## config.mk

```make
export PLATFORM = sky130hd
export DESIGN_NAME = matrix_operand_loader
export DESIGN_NICKNAME = d
export VERILOG_FILES = /design/src/rtl/matrix_operand_loader_pkg.sv /design/src/rtl/matrix_operand_loader.sv
export SDC_FILE = /design/constraint.sdc
export NUM_CORES = 1
export LEC_CHECK = 0
export ABC_AREA = 1
export CAP_MARGIN = 20
export CORE_MARGIN = 2
export CORE_UTILIZATION = 42
export DETAILED_ROUTE_END_ITERATION = 8
export GPL_TIMING_DRIVEN = 0
export PLACE_DENSITY = 0.73
export SLEW_MARGIN = 15
export SYNTH_ARGS = -nofsm -noshare
export SYNTH_HDL_FRONTEND = slang
export SYNTH_SLANG_ARGS = --single-unit
```

## constraint.sdc

```tcl
create_clock -name clk -period 2.25 [get_ports clk]
set_input_delay 0.45 -clock clk [delete_from_list [all_inputs] [get_ports clk]]
set_output_delay 0.45 -clock clk [all_outputs]
set_load 0.1 [all_outputs]
```

## src/rtl/matrix_operand_loader_pkg.sv

```systemverilog
// rtl/matrix_operand_loader_pkg.sv - shared states and constants for the matrix operand loader
package matrix_operand_loader_pkg;

    typedef enum logic [1:0] {
        LOAD  = 2'd0,
        CLEAR = 2'd1,
        RUN   = 2'd2,
        DONE  = 2'd3
    } state_t;

    localparam int NUM_ELEMS = 18;
    localparam int MAT_ELEMS = 9;
    localparam int MAT_DIM   = 3;

    // Minifloat layout: sign[7], exponent[6:4] with bias 3, mantissa[3:0]
    localparam int SIGN_BIT = 7;
    localparam int EXP_MSB  = 6;
    localparam int EXP_LSB  = 4;
    localparam int MAN_MSB  = 3;
    localparam int EXP_BIAS = 3;

    localparam logic [7:0] MF_ONE = 8'h30;
    localparam logic [7:0] MF_TWO = 8'h40;

endpackage

```

## src/rtl/matrix_operand_loader.sv

```systemverilog
// rtl/matrix_operand_loader.sv - serial-to-parallel operand feeder and run sequencer for the 3x3 matmul engine
module matrix_operand_loader
    import matrix_operand_loader_pkg::*;
#(
    parameter int DW         = 8,
    parameter int PW         = 9,
    parameter int RUN_CYCLES = 8
) (
    input  logic          clk,
    input  logic          reset,
    input  logic          in_valid,
    input  logic [DW-1:0] in_data,
    output logic          in_ready,
    output logic [PW-1:0] a00,
    output logic [PW-1:0] a01,
    output logic [PW-1:0] a02,
    output logic [PW-1:0] a10,
    output logic [PW-1:0] a11,
    output logic [PW-1:0] a12,
    output logic [PW-1:0] a20,
    output logic [PW-1:0] a21,
    output logic [PW-1:0] a22,
    output logic [PW-1:0] b00,
    output logic [PW-1:0] b01,
    output logic [PW-1:0] b02,
    output logic [PW-1:0] b10,
    output logic [PW-1:0] b11,
    output logic [PW-1:0] b12,
    output logic [PW-1:0] b20,
    output logic [PW-1:0] b21,
    output logic [PW-1:0] b22,
    output logic          mm_reset,
    output logic          mm_start,
    output logic          result_valid,
    input  logic          result_ack,
    output logic          busy
);

    localparam int RW = $clog2(RUN_CYCLES + 1);

    state_t        r_state;
    logic [4:0]    r_elem_cnt;
    logic [RW-1:0] r_run_cnt;
    logic [DW-1:0] r_a [MAT_ELEMS];
    logic [DW-1:0] r_b [MAT_ELEMS];
    logic          r_mm_start;
    logic          r_result_valid;
    logic          r_busy;
    logic          w_beat;

    // The engine must also be cleared whenever this loader is reset
    assign mm_reset     = reset | (r_state == CLEAR);
    assign in_ready     = (r_state == LOAD) & ~reset;
    assign w_beat       = in_valid & in_ready;
    assign mm_start     = r_mm_start;
    assign result_valid = r_result_valid;
    assign busy         = r_busy;

    always_ff @(posedge clk) begin
        if (reset) begin
            r_state        <= LOAD;
            r_elem_cnt     <= '0;
            r_run_cnt      <= '0;
            r_mm_start     <= 1'b0;
            r_result_valid <= 1'b0;
            r_busy         <= 1'b0;
            for (int i = 0; i < MAT_ELEMS; i++) begin
                r_a[i] <= '0;
                r_b[i] <= '0;
            end
        end else begin
            case (r_state)
                LOAD: begin
                    if (w_beat) begin
                        // Beat index is the row-major slot: A first, then B
                        for (int i = 0; i < MAT_ELEMS; i++) begin
                            if (r_elem_cnt == 5'(i))
                                r_a[i] <= in_data;
                            if (r_elem_cnt == 5'(i + MAT_ELEMS))
                                r_b[i] <= in_data;
                        end
                        if (r_elem_cnt == 5'(NUM_ELEMS - 1)) begin
                            r_elem_cnt <= '0;
                            r_state    <= CLEAR;
                            r_busy     <= 1'b1;
                        end else begin
                            r_elem_cnt <= r_elem_cnt + 5'd1;
                        end
                    end
                end
                CLEAR: begin
                    r_state    <= RUN;
                    r_run_cnt  <= '0;
                    r_mm_start <= 1'b1;
                end
                RUN: begin
                    if (r_run_cnt == RW'(RUN_CYCLES - 1)) begin
                        r_run_cnt      <= '0;
                        r_state        <= DONE;
                        r_mm_start     <= 1'b0;
                        r_result_valid <= 1'b1;
                    end else begin
                        r_run_cnt <= r_run_cnt + 1'b1;
                    end
                end
                DONE: begin
                    if (result_ack) begin
                        r_state        <= LOAD;
                        r_result_valid <= 1'b0;
                        r_busy         <= 1'b0;
                    end
                end
                default: r_state <= LOAD;
            endcase
        end
    end

    assign a00 = PW'(r_a[0]);
    assign a01 = PW'(r_a[1]);
    assign a02 = PW'(r_a[2]);
    assign a10 = PW'(r_a[3]);
    assign a11 = PW'(r_a[4]);
    assign a12 = PW'(r_a[5]);
    assign a20 = PW'(r_a[6]);
    assign a21 = PW'(r_a[7]);
    assign a22 = PW'(r_a[8]);
    assign b00 = PW'(r_b[0]);
    assign b01 = PW'(r_b[1]);
    assign b02 = PW'(r_b[2]);
    assign b10 = PW'(r_b[3]);
    assign b11 = PW'(r_b[4]);
    assign b12 = PW'(r_b[5]);
    assign b20 = PW'(r_b[6]);
    assign b21 = PW'(r_b[7]);
    assign b22 = PW'(r_b[8]);

endmodule

```

* After elaboration in Yosys (flattened, before gate mapping)
Memory sizes are Yosys's and may differ from the RTL's. Cells that the tools add are included.
Cells by class: equality and inequality tests 25, add/subtract/negate cells 2, reductions and logical operators 10, muxes and demuxes 126, bitwise gates (word level) 22
Operators by type and width (count):
- $mux 8 | 18
- $mux 1 | 97
- $eq 5x4->1 const B | 8
- $eq 5x3->1 const B | 4
- $or 1x1->1 | 19
- $eq 5x2->1 const B | 2
- $eq 5x5->1 const B | 2
- $mux 2 | 4
- $pmux 2 s4 | 1
- $pmux 4 s2 | 1
- $reduce_and 4->1 | 2
- $ne 2x2->1 const B | 3
- $pmux 1 s2 | 3
- $reduce_bool 2->1 | 3
- $add 5x1->5 const B | 1
- $eq 5x1->1 const B | 1
- $logic_not 5->1 | 1
- $mux 5 | 1
- $add 4x1->4 const B | 1
- $eq 2x2->1 const B | 2
- $eq 4x3->1 const B | 1
- $mux 4 | 1
- $reduce_and 2->1 | 2
- $reduce_and 3->1 | 1
- other kinds (5) | 6
Storage, ports and cells: output and inout port bits 167, memories kept 2, RAM bits 144, flip-flop bits (word level) 14, bits of input ports 12, word-level logic and storage cells 193
Memory list:
- r_a | depth 9, width 8, read ports 9, clocked after Yosys merged registers in 0, wr ports 9, line matrix_operand_loader.sv:44 | logic [DW-1:0] r_a [MAT_ELEMS];
- r_b | depth 9, width 8, read ports 9, clocked after Yosys merged registers in 0, wr ports 9, line matrix_operand_loader.sv:45 | logic [DW-1:0] r_b [MAT_ELEMS];

* Depth between registers and ports, before layout
Gate-level depths: netlist of the first run.
depth after elaboration 8, mapped depth 10, mapped depth without buffers 10

* Worst setup path after synthesis of the first run
No wires, ideal clock.
kind register to register, start point reg r_state[0], end point mem r_a[0][0], enable pin, clock period less this slack 1.988 ns, path buffers 1, library setup time 0.384 ns, required time 1.866 ns, cell stages (with the launch flop) 6, setup slack 0.262 ns, data arrival time 1.604 ns, cells stage by stage dfxtp_1 > inv_1 > ha_1 > nand3_4 > buf_6 > o21ai_0
RTL lines:
- start, declared | line matrix_operand_loader.sv:41 | state_t r_state;
- start signal, assigned | line matrix_operand_loader.sv:61 | r_state <= LOAD;
- start signal, assigned | line matrix_operand_loader.sv:84 | r_state <= CLEAR;
- start signal, assigned | line matrix_operand_loader.sv:92 | r_state <= RUN;
- end, declared | line matrix_operand_loader.sv:44

==> out/metrics.cfg, run 1 <==
[timing]
post-route-period-util_pct=96.0
maxSlewViolCount=0
hold_viol=0
hold_ws_ps=253
max_slew.worst_pin.slew_ps=1030
fin_skew_ps=8.28
slew_headroom_pct=31.7
period_needed_ps=2160
rsz0062_at_grt=true
finalSetupViolCount=0
max_freq_mhz=463

[setup_path]
crit_top_cell=nor2_4
cp_max_fo=10
worstSetupEndpointType=flop
cp_slowest_cell=dfxtp_1
crit_chain=inv_1 -> ha_2 -> nand2_2 -> nor2_4 -> buf_6 -> o21ai_0 -> nand3_1 -> nor2_4 -> buf_6 -> nor2_4 -> buf_12
critical_path_required_ps=2430
start_kind=flop
cpPeakStageDelay_ps=370
crit_type=flop to flop
cp.arrival_ps=2340

[power_and_ir_drop]
peakVddDrop_mv=0.641
power_w=0.00792
p_per_area_nw_per_um2=973
leakage_nw=3.57

[floorplanning]
initial_core_util_pct=43.2
design.portCount=179
die-area_um2=14600
fp.dieH_um=121
dieWidth_um=121
coreArea_um2=13300
rows=42

[grt]
grt_antenna_before_repair=0
grt_pass1_vias=3581
grt_max_degree=17
grt-ovfl-total=0
grt_pass1_wl_um=19600
grt_use_total_pct=18.4

[hold_path]
holdCritPathClass=input port to flop

[clock_network]
htreeDepth=4
cts_max_path_buffers=2
clkTransAtPathRegs_ps=70
root_buffer=clkbuf_16
cts_sinks=158
postCtsHoldBufs=0
clk-insertion-delay-late_ps=420
cts_tree=yes
numCtsBuffers=17

[logic_synthesis]
ys_top_cells_by_area=edfxtp_1 (75%), dfxtp_1 (4.9%), nor2_1 (3.3%), nand2_1 (3.0%), ha_1 (2.4%)
synthArstFlopShare_pct=0
yosys.area.top_type=edfxtp_1
synth_cells=374
ys_top_cells_by_count=edfxtp_1 (144), nor2_1 (50), nand2_1 (46)
synth_top_area_share_pct=75.4
syn-cell-area_um2=5740
synth.distinct_cells=26
ys.warnings.count=0
synth_most_common_cell=edfxtp_1
avgSynthCellArea_um2=15.3
seq_area_frac_synth_pct=80.2
synth_edf_count=144
synth-seq-cells=158
synthFlopType=edfxtp_1

[placed_design]
placed_area_um2=7610
port_buffers=159
dp_hpwl_um=9090
gp_congestion=0.866
dp.cells=726

[detailed_routing]
vias_per_cell=4.73
wl_per_cell_um=16.9
drt_first_pass_iters=5
finalWirelength_um=12900
drc=0
num_vias=3603
drt-initial-drc-count=296
ant_nets=0

[cells_and_area]
final_area_um2=8140
diodes=0
final_cells=762
drive_above_1_share_pct=15.7
area_growth_pct=41.8
finalNetCount=596

[job]
maxCapViolations=0

[run_status]
status=completed

## routing by layer
metal / vias up / global-route usage, % / routed length [µm]
met4: 0 / 8.21 / 331
met5: - / 0 / 0
li1: 1663 / - / -
met1: 1718 / 22.0 / 5040
met2: 198 / 30.5 / 6540
met3: 24 / 5.50 / 969
## where the power goes
group | switching [W] | internal [W]
Combinational | 0.00143 | 0.000200
Sequential | 0.0000410 | 0.00337
Clock | 0.00120 | 0.00168
## repair_timing
action                                  in CTS  in global routing
pin swaps                                    0                  3
setup buffers                                0                  4
gates resized for setup                    176                 11
endpoints found under the setup margin     299                134
## per-stage QoR
stage	utilization, %	setup TNS (ps)	worst slack, ps
3_3_place_gp	57.3	-46800	-436
2_1_floorplan	-	0	262
6_report	61.2	0	89.9
3_5_place_dp	57.3	-55960	-484
5_1_grt	61.2	-574	-15.6
4_1_cts	60.7	-41.4	-19.9
## path summary, 6_finish.rpt
path	start	to	slack, ps	cells past startpoint
max	r_state[1]	r_b[0][69]	90	11
max reg2reg	r_state[1]	r_b[0][69]	90	11
min	reset	mm_start	250	2
min reg2reg	r_elem_cnt[0]	r_elem_cnt[0]	500	2
## cell type report
type | instances | area, µm²
fill | 1020 | 5160
sequential | 158 | 4610
clock buffer | 18 | 429
tap | 176 | 220
clock inverter | 14 | 170
multi-input combinational | 178 | 961
buffer | 23 | 176
timing repair buffer | 163 | 1450
inverter | 32 | 125
## worst max-delay path: cells and delay by family (launching register included)
kind	cells	cell delay, ps
flops	1	370
fa+ha+maj	1	230
compound gates	1	80
buf+inv	4	530
simple gates	5	710
## cell usage in the layout, fill, tap and decap left out, drive strengths merged, types with 8 or more instances in the layout
cell type        n
ha              11
nor2            53
inv             41
edfxtp         144
dfxtp           14
clkbuf          21
clkdlybuf4s50   10
dlygate4sd2    147
buf             26
nor3             8
o21ai           10
nand2           48
conb            18
nand3           13
## cell families (layout without fill, tap and decap cells)
| group | count (synthesis) | in the layout | synth area share, % |
|---|---|---|---|
| simple gates | 128 | 128 | 9.90 |
| xor+xnor | 3 | 3 | 0.458 |
| flops | 158 | 158 | 80.2 |
| buf+inv | 55 | 250 | 5.26 |
| compound gates | 18 | 18 | 1.68 |
| other cells | 1 | 18 | 0.0654 |
| fa+ha+maj | 11 | 11 | 2.40 |
## state kept, by name, indices dropped and copies added, names as in the netlist
register	cells
busy	1
r_elem_cnt	5
mm_start	1
r_b	72
r_run_cnt	4
result_valid	1
r_a	72
r_state	2
Power figures use the tool's default switching activity.
==> inputs of run 2 (changes only) <==
- SETUP_SLACK_MARGIN: default -> 0.3
==> out/metrics.cfg, run 2 (same netlist as run 1, synthesis figures left out) <==
[run_status]
status=completed

[setup_path]
worstReg2RegStart=r_state[0]
endpoint=r_b[0][39]
start_kind=flop
worstSetupEndpointType=flop
r2r-end=r_b[0][39]
cp_max_fo=10
critical_path_required_ps=2430
ff2ff_path_depth=11
rrSetupSlack_ps=250
critPathLaunch=r_state[0]
crit_type=flop to flop
cp.arrival_ps=2180

[power_and_ir_drop]
combPwrFrac_pct=21.8
p_per_area_nw_per_um2=912
power_w=0.00808
p_sw_share_pct=34.0
peakVddDrop_mv=0.634
pwr-share-clk_pct=35.9
sequentialPowerShare_pct=42.3
leakage_nw=3.40
p_switching_w=0.00274
internal_power_w=0.00534

[detailed_routing]
wl_per_cell_um=18.2
num_vias=3812
vias_per_cell=4.88
drc=0
drt-initial-drc-count=344
finalWirelength_um=14200
drt_first_pass_iters=5
ant_nets=0

[timing]
hold_viol=0
maxSlewViolCount=0
rsz0062_at_grt=true
max_freq_mhz=499
post-route-period-util_pct=89.0
fin_skew_ps=8.22
slew_headroom_pct=60.1
period_needed_ps=2000
finalSetupViolCount=0
hold_ws_ps=249
max_slew.worst_pin.slew_ps=602

[placed_design]
dp.cells=726
gp_congestion=0.866
dp_hpwl_um=9090
port_buffers=159

[floorplanning]
fp.dieH_um=121
die-area_um2=14600
coreArea_um2=13300
design.portCount=179
dieWidth_um=121
initial_core_util_pct=43.2
rows=42

[cells_and_area]
drive_above_1_share_pct=44.5
fin_util_pct=66.6
finalNetCount=614
final_cells=781
reg_top3=r_a (72), r_b (72), r_elem_cnt (5)
layout_common_cells=clkdlybuf4s15_2 (147), edfxtp_1 (144), nand2_1 (46)
layout_commonest_cell=clkdlybuf4s15_2
area_growth_pct=54.3

[clock_network]
htreeDepth=4
clk-insertion-delay-late_ps=430
cts_sinks=158
clkTransAtPathRegs_ps=70
cts_max_path_buffers=2
root_buffer=clkbuf_16
cts_tree=yes
numCtsBuffers=17

[grt]
grt_use_total_pct=19.0
grt_max_degree=17
grt-ovfl-total=0
grt_pass1_wl_um=20200
grt_antenna_before_repair=1
grt_pass1_vias=3645

[hold_path]
holdCritPathClass=input port to flop
min_from=reset

[job]
maxCapViolations=0

[run 2: cell count changes in the layout (fill, tap and decap cells not counted), moves of 2 or more]
cell | before | now
buf_12 | 1 | 8
dfxtp_1 | 11 | 9
o21ai_0 | 7 | 5
inv_2 | 1 | 5
ha_1 | 9 | 7
buf_4 | 20 | 24
o21ai_2 | 0 | 3
clkdlybuf4s15_2 | 0 | 147
nor2_2 | 12 | 4
ha_4 | 0 | 2
dlygate4sd2_1 | 147 | 0
inv_1 | 30 | 26
nor2_4 | 7 | 25
[run 2: metal layers]
metal	global-route usage [%]	up-vias	wire length, µm
li1	-	1719	-
met1	22.7	1805	5330
met2	31.3	244	7200
met3	6.11	44	1190
met4	8.72	0	497
met5	0	-	0
[run 2: power groups by stage]
| stage | Clock, W | Sequential (W) | Combinational (W) |
|---|---|---|---|
| CTS | 0.00292 | 0.00342 | 0.00172 |
| global route | 0.00306 | 0.00343 | 0.00180 |
| finish | 0.00290 | 0.00341 | 0.00176 |
| global placement | 0 | 0.00347 | 0.00172 |
| detailed placement | 0 | 0.00348 | 0.00172 |
| floorplan | 0 | 0.00453 | 0.000290 |
[run 2: how the worst min path moves through the flow]
stage	to	cells after the start
floorplan	r_run_cnt[0]	2
global placement	r_run_cnt[0]	2
detailed placement	busy	2
CTS	mm_start	2
global route	mm_start	2
finish	mm_start	2
[run 2: cell type report]
| class | count | area, µm² |
|---|---|---|
| Multi-Input combinational cell | 187 | 1150 |
| Sequential cell | 158 | 4610 |
| Timing Repair Buffer | 172 | 1970 |
| Inverter | 32 | 125 |
| Clock inverter | 14 | 170 |
| Clock buffer | 18 | 429 |
| Tap cell | 176 | 220 |
| Buffer | 23 | 176 |
| Antenna cell | 1 | 2.50 |
| Fill cell | 841 | 4440 |
[run 2: repair_timing]
action,4_1_cts,5_1_grt
setup endpoints to repair,349,170
resized for setup,500,20
hold buffers,0,0
cloned,0,9
buffers inserted,7,6
pin swaps,6,13
[run 2: stage by stage]
step                TNS, ps  setup slack (ps)  cell area (µm²)
floorplan                 0               262             5800
CTS                       0               300             8660
global route              0               199             8850
global placement     -46800              -436             7610
finish                    0               247             8850
detailed placement   -55960              -484             7610
[run 2: worst max-delay path: stages, from the launching register on]
cell and delay [ps]:
dfxtp_2 360, inv_2 70, ha_4 180, nand2_2 100
nor2_4 60, buf_6 130, o21ai_1 120, nand3_1 170
nor2_4 160, buf_12 180, nor2_4 60, buf_12 150
==> inputs of run 3 (changes only) <==
--- a/config.mk
+++ b/config.mk
@@ -15,2 +15,3 @@
 export SETUP_SLACK_MARGIN = 0.3
+export SKIP_CTS_REPAIR_TIMING = 1
 export SLEW_MARGIN = 15
==> constraint.sdc (replaced) <==
create_clock -name clk -period 2.25 [get_ports clk]
set_input_delay 0.3375 -clock clk [delete_from_list [all_inputs] [get_ports clk]]
set_output_delay 0.3375 -clock clk [all_outputs]
set_load 0.1 [all_outputs]
==> out/metrics.cfg, run 3 (same netlist as run 1, synthesis figures left out) <==
[hold_path]
holdCritPathClass=input port to flop
hold_depth=2
hold_end=mm_start
min_from=reset

[grt]
grt-busiest-layer=met2
grt_antenna_before_repair=0
grt_max_degree=17
use_met1_pct=22.0
met2_usage_pct=30.2
grt_pass1_vias=3553
grt-ovfl-total=0
grt_pass1_wl_um=19500
grtUsageMet3_pct=5.55
grt_use_total_pct=18.2

[timing]
post-route-period-util_pct=87.0
fin_skew_ps=8.98
max_slew.worst_pin.slew_ps=1060
hold_viol=0
max_freq_mhz=511
maxSlewViolCount=0
rsz0062_at_grt=true
finalSetupViolCount=0
period_needed_ps=1960
slew_headroom_pct=29.0

[placed_design]
dp_hpwl_um=9090
dp.cells=726
gp_congestion=0.866
port_buffers=159

[setup_path]
start_kind=flop
timing.critical_path.max_delay_family=simple AND/OR/NAND/NOR gates
crit_chain=inv_4 -> ha_4 -> nand2_4 -> nor2_4 -> buf_6 -> o21ai_1 -> nand3_1 -> nor2_4 -> buf_12 -> nor2_4 -> buf_12
crit_top_cell=nor2_4
cp_max_fo=9
worstSetupEndpointType=flop
ff2ff_path_depth=11
path_buf_inv=4
worstReg2RegStart=r_state[0]
cp.depth=11
critical_path_required_ps=2430
rrSetupSlack_ps=290
r2r-end=r_b[0][71]
crit_type=flop to flop
cpPeakStageDelay_ps=370
cp.arrival_ps=2140
cp_slowest_cell=dfxtp_4

[power_and_ir_drop]
combPwrFrac_pct=22.2
peakVddDrop_mv=0.646
p_per_area_nw_per_um2=895
p_switching_w=0.00274
sequentialPowerShare_pct=42.0
p_sw_share_pct=33.8
leakage_nw=5.12
pwr-share-clk_pct=35.8
internal_power_w=0.00536

[cells_and_area]
diodes=0
fin_util_pct=68.1
layout_common_cells=dlymetal6s2s_1 (147), edfxtp_1 (144), nand2_1 (43)
reg_top3=r_a (72), r_b (72), r_elem_cnt (5)
finalNetCount=615
area_growth_pct=57.9
final_cells=781
layout_commonest_cell=dlymetal6s2s_1
drive_above_1_share_pct=21.2

[detailed_routing]
vias_per_cell=4.87
finalWirelength_um=15100
ant_nets=0
drt_first_pass_iters=6
wl_per_cell_um=19.3
num_vias=3807
drt-initial-drc-count=360
drc=0

[run_status]
status=completed

[clock_network]
clk-insertion-delay-late_ps=430
clkTransAtPathRegs_ps=70
cts_max_path_buffers=2
root_buffer=clkbuf_16
cts_sinks=158
htreeDepth=4
numCtsBuffers=17
cts_tree=yes

[floorplanning]
die-area_um2=14600
initial_core_util_pct=43.2
design.portCount=179
dieWidth_um=121
fp.dieH_um=121
coreArea_um2=13300
rows=42

[job]
maxCapViolations=0

[run 3: worst max-delay path by stage]
stage	start	end
after floorplan	r_state[0]	r_a[0][0]
after global placement	in_valid	r_b[0][20]
after detailed placement	in_valid	r_b[0][23]
after CTS	r_state[0]	in_ready
after global routing	r_elem_cnt[0]	r_a[0][16]
final	r_state[0]	r_b[0][71]
[run 3: worst register-to-register path, delay by kind of cell (launching register included)]
family | cells | cell delay (ps)
and+or+nand+nor | 5 | 590
DFF | 1 | 370
adders and majority gates | 1 | 180
AOI/OAI and AO/OA | 1 | 90
buffers and inverters | 4 | 490
[run 3: final cells by class]
class | instances | area, µm²
sequential | 158 | 4620
tap | 176 | 220
inverter | 32 | 130
clock inverter | 14 | 170
fill | 793 | 4240
buffer | 23 | 176
multi-input combinational | 186 | 1160
timing repair buffer | 174 | 2150
clock buffer | 18 | 429
[run 3: routing by layer]
| layer | up-vias | part of all wire (%) |
|---|---|---|
| met5 | - | 0 |
| met4 | 0 | 2.5 |
| met2 | 218 | 51 |
| li1 | 1718 | - |
| met3 | 32 | 9.1 |
| met1 | 1839 | 37 |
[run 3: power by group through the flow]
stage                     sequential, W  combinational (W)  clock, W
after floorplan                 0.00453           0.000290         0
after global placement          0.00347            0.00172         0
after detailed placement        0.00348            0.00172         0
after CTS                       0.00342            0.00173   0.00292
after global routing            0.00342            0.00184   0.00304
final                           0.00341            0.00180   0.00290
[run 3: through the flow]
| step | setup slack, ps | setup TNS, ps | total power [W] | hold slack [ps] | instance area [µm²] |
|---|---|---|---|---|---|
| global placement | -324 | -27720 | 0.00519 | 486 | 7610 |
| finish | 292 | 0 | 0.00811 | 141 | 9060 |
| global route | 192 | 0 | 0.00830 | 138 | 9060 |
| floorplan | 262 | 0 | 0.00482 | 476 | 5800 |
| detailed placement | -371 | -36870 | 0.00520 | 497 | 7610 |
| CTS | -621 | -23500 | 0.00806 | 126 | 8210 |
